## src/rtl/condflow_pkg.sv

```systemverilog
// condflow_pkg: shared types and helpers for the conditional select sink.
//   state_e   - transaction FSM states
//   sw_width  - width of a channel-select index for m channels (never below 1)
package condflow_pkg;

  typedef enum logic [2:0] {
    IDLE,
    WAIT_IN,
    OUT_REQ,
    OUT_REL,
    ACK
  } state_e;

  function automatic int sw_width(input int m);
    return (m <= 2) ? 1 : $clog2(m);
  endfunction

endpackage

```

## src/rtl/cond_select_sink_sat_counter.sv

```systemverilog
// sat_counter: counter that increments on inc and holds at its all-ones value.
//   clk   - clock, rising edge
//   rst   - asynchronous active-low reset, clears the count
//   inc   - increment request, sampled on clk
//   cnt_o - current count
module sat_counter #(
  parameter int CW = 16
) (
  input  logic          clk,
  input  logic          rst,
  input  logic          inc,
  output logic [CW-1:0] cnt_o
);

  logic [CW-1:0] cnt_q;

  always_ff @(posedge clk or negedge rst) begin
    if (!rst) begin
      cnt_q <= '0;
    end else if (inc && (cnt_q != '1)) begin
      cnt_q <= cnt_q + 1'b1;
    end
  end

  assign cnt_o = cnt_q;

endmodule

```

## src/rtl/cond_select_sink.sv

```systemverilog
// cond_select_sink: takes one token from a control-selected 4-phase input
// channel per control handshake, and either forwards it to a 4-phase output
// or discards it (counting discards).
//   clk, rst          - clock; asynchronous active-low reset
//   r_i / a_i         - per-channel request / acknowledge (M channels)
//   d_i               - bundled channel data, channel k at [k*N +: N]
//   ctl_r / ctl_a     - control request / acknowledge
//   ctl_sel, ctl_drop - channel index and discard flag, valid with ctl_r
//   r_o / a_o / d_o   - output request / acknowledge / registered data
//   drop_cnt          - saturating count of discarded tokens
//   err               - sticky out-of-range select flag
module cond_select_sink
  import condflow_pkg::*;
#(
  parameter int  N  = 32,
  parameter int  M  = 2,
  parameter int  CW = 16,
  localparam int SW = sw_width(M)
) (
  input  logic            clk,
  input  logic            rst,
  input  logic [M-1:0]    r_i,
  output logic [M-1:0]    a_i,
  input  logic [M*N-1:0]  d_i,
  input  logic            ctl_r,
  output logic            ctl_a,
  input  logic [SW-1:0]   ctl_sel,
  input  logic            ctl_drop,
  output logic            r_o,
  input  logic            a_o,
  output logic [N-1:0]    d_o,
  output logic [CW-1:0]   drop_cnt,
  output logic            err
);

  state_e        state_q;
  logic [SW-1:0] sel_q;
  logic          drop_q;
  logic [M-1:0]  a_q;
  logic          ctl_a_q;
  logic          r_o_q;
  logic [N-1:0]  d_q;
  logic          err_q;

  logic          sel_ok;
  logic          r_sel;
  logic [M-1:0]  sel_onehot;
  logic          drop_inc;

  assign sel_ok = int'(ctl_sel) < M;

  // An out-of-range sel_q matches no channel, so r_sel reads 0 and the
  // one-hot ack is empty; the invalid-select path needs no extra flag.
  always_comb begin
    r_sel      = 1'b0;
    sel_onehot = '0;
    for (int k = 0; k < M; k++) begin
      if (k == int'(sel_q)) begin
        r_sel         = r_i[k];
        sel_onehot[k] = 1'b1;
      end
    end
  end

  assign drop_inc = (state_q == WAIT_IN) && r_sel && drop_q;

  always_ff @(posedge clk or negedge rst) begin
    if (!rst) begin
      state_q <= IDLE;
      sel_q   <= '0;
      drop_q  <= 1'b0;
      a_q     <= '0;
      ctl_a_q <= 1'b0;
      r_o_q   <= 1'b0;
      d_q     <= '0;
      err_q   <= 1'b0;
    end else begin
      case (state_q)
        IDLE: begin
          if (ctl_r) begin
            sel_q  <= ctl_sel;
            drop_q <= ctl_drop;
            if (!sel_ok) begin
              // Complete the control handshake without touching any input.
              err_q   <= 1'b1;
              ctl_a_q <= 1'b1;
              state_q <= ACK;
            end else begin
              state_q <= WAIT_IN;
            end
          end
        end
        WAIT_IN: begin
          if (r_sel) begin
            if (drop_q) begin
              ctl_a_q <= 1'b1;
              a_q     <= sel_onehot;
              state_q <= ACK;
            end else begin
              d_q     <= d_i[int'(sel_q)*N +: N];
              r_o_q   <= 1'b1;
              state_q <= OUT_REQ;
            end
          end
        end
        OUT_REQ: begin
          if (a_o) begin
            r_o_q   <= 1'b0;
            state_q <= OUT_REL;
          end
        end
        OUT_REL: begin
          if (!a_o) begin
            ctl_a_q <= 1'b1;
            a_q     <= sel_onehot;
            state_q <= ACK;
          end
        end
        ACK: begin
          if (!ctl_r && !r_sel) begin
            ctl_a_q <= 1'b0;
            a_q     <= '0;
            state_q <= IDLE;
          end
        end
        default: state_q <= IDLE;
      endcase
    end
  end

  sat_counter #(
    .CW(CW)
  ) u_drop_cnt (
    .clk  (clk),
    .rst  (rst),
    .inc  (drop_inc),
    .cnt_o(drop_cnt)
  );

  assign a_i   = a_q;
  assign ctl_a = ctl_a_q;
  assign r_o   = r_o_q;
  assign d_o   = d_q;
  assign err   = err_q;

endmodule

```

## config.mk

```make
export PLATFORM = sky130hd
export DESIGN_NAME = cond_select_sink
export DESIGN_NICKNAME = d
export VERILOG_FILES = /design/src/rtl/condflow_pkg.sv /design/src/rtl/cond_select_sink_sat_counter.sv /design/src/rtl/cond_select_sink.sv
export SDC_FILE = /design/constraint.sdc
export NUM_CORES = 1
export LEC_CHECK = 0
export CAP_MARGIN = 25
export CORE_ASPECT_RATIO = 0.7
export CORE_MARGIN = 5
export CORE_UTILIZATION = 38
export CTS_CLUSTER_DIAMETER = 120
export DETAILED_ROUTE_END_ITERATION = 6
export GPL_ROUTABILITY_DRIVEN = 1
export PLACE_DENSITY = 0.88
export SYNTH_ARGS = -nofsm -noshare
export SYNTH_HDL_FRONTEND = slang
export SYNTH_SLANG_ARGS = --single-unit
```

## constraint.sdc

```tcl
create_clock -name clk -period 1.7 [get_ports clk]
set_clock_uncertainty 0.1 [all_clocks]
set_input_delay 0.255 -clock clk [delete_from_list [all_inputs] [get_ports clk]]
set_output_delay 0.255 -clock clk [all_outputs]
set_load 0.1 [all_outputs]
```

==> metrics <==
status finished, violations left; failing checks setup timing; Critical Path RT ~1.8 ns; async set-reset flop share out of synthesis 1.00; Final ANT Viol Nets 0; Mapped Avg Cell Area 10.8 sq um; final hold viol count 0; vias in the first global route 2705; row count 25; layout cells sized above 1 0.329; Slew headroom 0.621; Post-synth EDFFs 0; htree depth 3; Yosys top cell by area dfrtp_1; Iter 0 DRT Violations 135; pwr dens 2220 nW/um^2; drt wl/cell 18.2 um; P_leak 0.00225 uW; final-report max-slew violation count 0; I/O pin cnt 125; worst slew pin tran 0.569 ns; # diodes 0; DRT Wirelength 9280 um; Inserted Clock Buffers 9; sequential-to-total area share from yosys stat 0.520; Die W 112 um; CP endpoint kind flop; Worst Path Max Fanout 3; min Tclk post-route 1.74 ns; routed vias/inst 5.12; first-pass GRT wire length 14100 um; Layout fillers roughly 420; Max clock buf depth 2; fin nets 485; peak supply drop 1620 uV; kind of critical path reg -> reg; leading cell types in the layout, fill and taps excluded clkdlybuf4s50_1, buf_12, dfrtp_1; register bit total from synthesis 57; unrepaired setup endpoints after global routing yes; initial core utilization 0.399; switching power total 5960 uW; DRC Markers 0; setup violators final 5; Internal 5610 uW; Critical Path Start Type flop; top_reg_cell synth dfrtp_1; combinational fraction of design power 0.671; commonest non-fill, non-tap cell in the layout clkdlybuf4s50_1; Cell variety after synth 36; initial antenna violation count 0; Syn-to-layout area delta 90.1%; Total Routing Usage GR 0.198; Mapped Cells 255; DP HPWL between 6000 and 7000 um; worst skew pair latency approximately 0.33 ns; DRT Pass-1 Iters 4; fmax 0.574 GHz; crit path setup slack, layout -0.0428 ns; Buffers on Ports 123; Worst EP arrival approximately 1.9 ns; CTS tree built; number of max-cap violations 0; setup TNS -0.0955 ns; Final Cycle Share 1.03; die footprint 9040 sq um; Die Y between 80 and 90 um; clock power share 0.109; total gr overflow 0; hold crit path type in -> async; Seq pwr share 0.219; GP Congestion between 0.8 and 0.9; synthesis warning total 0; Final Core Density 0.758; share of the synthesized area in the top cell type 0.520; area of the multi-input gates 1250 sq um; FF+latch area between 1000 and 1500 sq um; Clock transition at path regs roughly 0.07 ns; CTS Sinks 57; Core Region just under 7000 sq um; synthesized cell area about 2700 sq um; DR vias 2611; switching share of power 0.515; clock root buffer clkbuf_8; Synth Net Count about 330; largest net degree at the start of global routing a little under 60; synth top area cells dfrtp_1, mux2i_1, a21oi_1
Yosys cell counts, types with 2 or more instances:
| library cell | number |
|---|---|
| a21oi_1 | 33 |
| and2_1 | 4 |
| and3_1 | 5 |
| and4_1 | 3 |
| buf_1 | 2 |
| buf_2 | 4 |
| buf_4 | 3 |
| buf_6 | 2 |
| clkbuf_1 | 4 |
| dfrtp_1 | 57 |
| inv_1 | 4 |
| mux2i_1 | 35 |
| nand2_1 | 9 |
| nand3_1 | 8 |
| nand3b_1 | 3 |
| nand4_1 | 9 |
| nor2_1 | 35 |
| nor2b_1 | 2 |
| o21ai_0 | 3 |
| xnor2_1 | 14 |
repair_timing:
item,4_1_cts,5_1_grt
endpoints found under the setup margin,5,44
setup buffers,7,9
hold buffers,1,0
resized for setup,4,14
hold endpoints to repair,57,0
pin swaps,2,15
cloned,4,1
final cells by class:
class | count | share of cell area
clock buffer | 12 | 0.0298
clock inverter | 3 | 0.00768
inverter | 4 | 0.00288
multi-input combinational | 179 | 0.241
sequential | 57 | 0.281
tap | 94 | 0.0226
timing repair buffer | 161 | 0.415
metrics by stage:
stage | cell area [sq um] | std cells | hold slack, ns | setup WS (ns) | total power (uW)
floorplan | 2800 | 255 | -0.141 | -0.113 | 6990
global placement | 4740 | 475 | 0.173 | -0.214 | 9770
detailed placement | 4740 | 475 | 0.179 | -0.261 | 9940
CTS | 5120 | 502 | 0.360 | 0.00487 | 11400
global route | 5220 | 510 | 0.387 | -0.103 | 12000
finish | 5220 | 510 | 0.345 | -0.0428 | 11600
metal layers:
metal,global-route usage,up-vias,part of all wire
met1,0.246,1270,0.43
met4,0.0680,0,0.015
met2,0.329,124,0.49
met3,0.0670,12,0.065
li1,-,1205,-
met5,0,-,0
sequential cells by signal (all words and copies together) (netlist names):
| name | cells |
|---|---|
| drop_q | 1 |
| ctl_a | 1 |
| state_q | 3 |
| d_o | 32 |
| u_drop_cnt.cnt_o | 16 |
| a_i | 2 |
| r_o | 1 |
| sel_q | 1 |
worst max-delay path: stages (launching register included):
cell and delay (ns):
dfrtp_1 0.43, nand3b_1 0.28, nor3_4 0.34, buf_6 0.15
nand2_4 0.05, mux2_4 0.28
path summary, 6_finish.rpt:
kind | from | endpoint | slack, ns | cells past startpoint
worst max-delay path | state_q[2]$_DFFE_PN0P_ | u_drop_cnt.cnt_o[1]$_DFFE_PN0P_ | -0.04 | 5
worst min-delay path | rst | u_drop_cnt.cnt_o[13]$_DFFE_PN0P_ | 0.35 | 3
worst max register to register | state_q[2]$_DFFE_PN0P_ | u_drop_cnt.cnt_o[1]$_DFFE_PN0P_ | -0.04 | 5
worst min register to register | u_drop_cnt.cnt_o[7]$_DFFE_PN0P_ | u_drop_cnt.cnt_o[7]$_DFFE_PN0P_ | 0.41 | 1
max in group asynchronous | rst | u_drop_cnt.cnt_o[9]$_DFFE_PN0P_ | 0.86 | 3
min in group clk | u_drop_cnt.cnt_o[7]$_DFFE_PN0P_ | u_drop_cnt.cnt_o[7]$_DFFE_PN0P_ | 0.41 | 1
power by group through the flow:
| stage | clock network, uW | logic, uW | registers (uW) |
|---|---|---|---|
| floorplan | 0 | 1430 | 5560 |
| global placement | 0 | 7270 | 2500 |
| detailed placement | 0 | 7410 | 2540 |
| CTS | 1280 | 7630 | 2520 |
| global route | 1360 | 8030 | 2600 |
| finish | 1260 | 7760 | 2540 |
logic make-up after synthesis:
logic type                 share of synthesized area
and+or+nand+nor                                0.175
DFF                                            0.520
AOI/OAI and AO/OA                             0.0716
muxes                                          0.146
buffers and inverters                         0.0374
xor gates and xnor gates                      0.0447
adders and majority gates                    0.00456
other                                        0.00137
Power figures use the tool's default switching activity.
